`src/rtl/mux_rr_arbiter.sv`:
```
// 8-way round-robin arbiter driving a one-hot-select 8:1 data mux, with burst
// locking and a single registered output stage using a valid/ready handshake.
module mux_rr_arbiter #(
  parameter int DW = 8
) (
  input  logic            clk,
  input  logic            nreset,
  input  logic [7:0]      req,
  input  logic [7:0]      last,
  input  logic [8*DW-1:0] in,
  output logic [7:0]      ack,
  output logic            out_valid,
  input  logic            out_ready,
  output logic [DW-1:0]   out_data,
  output logic [7:0]      out_sel,
  output logic            out_last,
  output logic            busy
);

  // Handshake: a beat moves downstream on any edge where out_valid && out_ready;
  // requester c's beat is taken on any edge where ack[c] is high.
  localparam logic IDLE   = 1'b0;
  localparam logic LOCKED = 1'b1;

  logic       state;
  logic [2:0] ptr;
  logic [2:0] owner;
  logic [2:0] cand;
  logic [2:0] idx;
  logic       cand_vld;
  logic       load;
  logic       accept;

  // Scan from the far end back toward ptr so the closest requester wins.
  always_comb begin
    cand     = 3'd0;
    cand_vld = 1'b0;
    idx      = 3'd0;
    if (state == LOCKED) begin
      cand     = owner;
      cand_vld = req[owner];
    end else begin
      for (int k = 7; k >= 0; k--) begin
        idx = ptr + 3'(k);
        if (req[idx]) begin
          cand     = idx;
          cand_vld = 1'b1;
        end
      end
    end
  end

  assign load   = ~out_valid | out_ready;
  assign accept = load & cand_vld;
  assign ack    = (accept && nreset) ? (8'b1 << cand) : 8'h00;
  assign busy   = (state == LOCKED);

  always_ff @(posedge clk or negedge nreset) begin
    if (!nreset) begin
      out_valid <= 1'b0;
      out_data  <= '0;
      out_sel   <= 8'h00;
      out_last  <= 1'b0;
      state     <= IDLE;
      ptr       <= 3'd0;
      owner     <= 3'd0;
    end else if (accept) begin
      out_valid <= 1'b1;
      out_data  <= in[DW*cand +: DW];
      out_sel   <= 8'b1 << cand;
      out_last  <= last[cand];
      if (state == IDLE) begin
        if (last[cand]) begin
          ptr <= cand + 3'd1;
        end else begin
          state <= LOCKED;
          owner <= cand;
        end
      end else if (last[cand]) begin
        state <= IDLE;
        ptr   <= owner + 3'd1;
      end
    end else if (load) begin
      out_valid <= 1'b0;
    end
  end

endmodule

```
`config.mk`:
```
export PLATFORM = sky130hd
export DESIGN_NAME = mux_rr_arbiter
export DESIGN_NICKNAME = d
export VERILOG_FILES = /design/src/rtl/mux_rr_arbiter.sv
export SDC_FILE = /design/constraint.sdc
export NUM_CORES = 1
export LEC_CHECK = 0
export ABC_AREA = 1
export BUFFER_PORTS_ARGS = -buffer_cell sky130_fd_sc_hd__buf_2
export CORE_MARGIN = 2
export CORE_UTILIZATION = 50
export CTS_CLUSTER_SIZE = 12
export DETAILED_ROUTE_END_ITERATION = 8
export PLACE_DENSITY = 0.83
export SLEW_MARGIN = 40
export SYNTH_ARGS = -nofsm -noshare
export SYNTH_HDL_FRONTEND = slang
export SYNTH_SLANG_ARGS = --single-unit
```
`constraint.sdc`:
```
create_clock -name clk -period 7 [get_ports clk]
set_clock_uncertainty 0.05 [all_clocks]
set_input_delay 0 -clock clk [delete_from_list [all_inputs] [get_ports clk]]
set_output_delay 0 -clock clk [all_outputs]
set_load 0.05 [all_outputs]
```
==> metrics.csv <==
metric,value,unit
outcome,"finished, final reports clean",
Crit Path Class,reg -> out,
Antenna diodes,0,
maxcap violations,0,
first-pass GRT wire length,13000,um
largest net degree at the start of global routing,40,
WP data arrival,4520,ps
later-pin clock latency in the skew report,270,ps
critical path's largest stage delay,650,ps
Async SR Flop Fraction,100,%
"Slowest-stage cell, CP",dfrtp_1,
Tot GR Track Use,26.9,%
Post-Syn Area per Cell,6.58,um^2
Clock Tree Buf Depth,2,
Final Hold Vio Count,0,
critical path endpoint category,output pin,
port bufs,109,
"Reg clk slew, reported paths",80,ps
post_cts resized,0,
Post-synth EDFFs,0,
CP Max Fanout,39,
Post-DRT Antenna Nets,0,
vias in the first global route,2854,
setup violators final,0,
die area,5840,um^2
io pins,110,
DRC Markers,0,
"critical path, cell by cell","inv_2, ha_1, inv_2, nand3_1, nand3_1, o21ai_1, nand3_1, nand2_1, nand2_1, nand3_2, nand2_2, inv_2, ha_1, inv_1, nor3_1, buf_2",
initial antenna violation count,0,
TritonCTS clock tree,done,
Setup TNS,0,ps
routed via count,3012,
syn_nets,488,
Layout fillers,510,
YS warnings,0,
H-tree level count,1,
chip width,76.4,um
Slew Limit Fails,0,
Vias/cell,5.34,
drt wl/cell,13.8,um
DR iter-0 viols,176,
CTS root buf,clkbuf_8,
maximum clock rate,219,MHz
relative slew slack,50.4,%
Pre-antenna DRT Iters,5,
Synth Flop Type,dfrtp_1,
DP HPWL,6120,um
gpl congestion,0.899,
core region area,5070,um^2
"Cell Area, Synth",2620,um^2
share of cells above drive strength 1,32.6,%
number of buffers and inverters on the critical path,5,
most frequent cells in the layout,"nand2_1, buf_2, nand3_1, dfrtp_1",
Syn-to-layout area delta,21.0,%
CTS Sinks,25,
RSZ-0062 raised after global routing,no,
"commonest non-fill, non-tap cell in the layout",nand2_1,
Chip Height,76.4,um
final worst path period share,65.3,%
post-synth cell types,31,
Starting Density,51.6,%
drt total wl,7770,um
Rows,26,
worst-margin pin slew,742,ps
Worst EP required,6950,ps
"Seq/Total Area, Yosys",23.9,%
R2R setup slack,2770,ps
Synth Register Bits,25,
fin crit period,4570,ps
nets,585,
critical path startpoint category,flip-flop,
cell family with most CP delay,simple AND/OR/NAND/NOR gates,
total CTS buffers,3,
Min-Delay Path Class,in -> reg,
Synth Instances,398,
global route overflow,0,
## cell type report
class | count | area [um^2] | share of cell area (%)
Timing Repair Buffer | 111 | 566 | 17.8
Sequential cell | 25 | 626 | 19.7
Inverter | 28 | 108 | 3.39
Tap cell | 70 | 87.6 | 2.76
Clock buffer | 3 | 41.3 | 1.30
Multi-Input combinational cell | 326 | 1740 | 54.8
Clock inverter | 1 | 5.00 | 0.158
## repair_timing
action,in CTS,in global routing
endpoints found under the hold margin,26,0
buffers inserted,0,0
hold buffers,2,0
## registers in the layout, summed over array words and instances, names as in the netlist
register / count
out_last: 1
owner: 3
out_sel: 8
out_data: 8
busy: 1
out_valid: 1
ptr: 3
## logic make-up (layout without fill, tap and decap cells)
logic type / count (synthesis) / in the layout / synth area share [%]
AOI/OAI and AO/OA: 36 / 36 / 9.17
xor gates and xnor gates: 3 / 3 / 2.01
adders and majority gates: 7 / 7 / 3.34
buffers and inverters: 47 / 143 / 9.98
DFF: 25 / 25 / 23.9
and+or+nand+nor: 280 / 280 / 51.6
## through the flow
step / instance area (um^2) / std cells / setup slack [ps] / util [%] / hold WS, ps
6_report: 3170 / 564 / 2430 / 62.5 / 125
5_1_grt: 3170 / 564 / 2010 / 62.5 / 176
2_1_floorplan: 2620 / 398 / 3530 / - / -346
4_1_cts: 3170 / 564 / 2470 / 62.4 / 123
3_3_place_gp: 3100 / 558 / 2870 / 61.1 / -37.9
3_5_place_dp: 3100 / 558 / 2800 / 61.1 / -27.6
## worst paths after layout
check / to / cells after the start / startpoint
setup / recovery: ack[7] / 16 / ptr[0]
hold / removal: out_data[3] / 6 / in[11]
setup reg to reg: out_sel[7] / 15 / ptr[0]
hold reg to reg: out_last / 2 / out_last
max in group asynchronous: out_data[7] / 2 / nreset
min in group asynchronous: busy / 2 / nreset
## synthesized netlist by cell type (4+ instances only)
cell,count,area [um^2]
a21oi_1,10,50.1
buf_2,6,30.0
buf_4,4,30.0
buf_6,8,90.1
dfrtp_1,25,626
ha_1,7,87.6
inv_1,13,48.8
inv_2,12,45.0
nand2_1,134,503
nand2_2,14,87.6
nand3_1,90,450
nand3_2,14,140
nor2_1,11,41.3
nor3_1,9,45.0
o21a_1,8,60.1
o31ai_1,8,60.1
## worst register-to-register path, delay by kind of cell (launching register included)
| family | cells | cell delay, ps |
|---|---|---|
| AND/OR/NAND/NOR | 7 | 1170 |
| buffers and inverters | 4 | 1020 |
| adder cells (fa/ha/maj) | 2 | 720 |
| flip-flops | 1 | 650 |
| AO/OA/AOI/OAI | 2 | 520 |
## layer usage
layer | wire length [um] | part of all wire [%] | track usage, %
met1 | 3140 | 40 | 31.5
met2 | 4150 | 53 | 53.5
met3 | 373 | 4.8 | 1.90
met4 | 104 | 1.3 | 4.91
met5 | 0 | 0 | 0
Power is left out: the tool's default activity adds up to more than one toggle a clock period on the data nets, which glitch-free logic cannot reach.
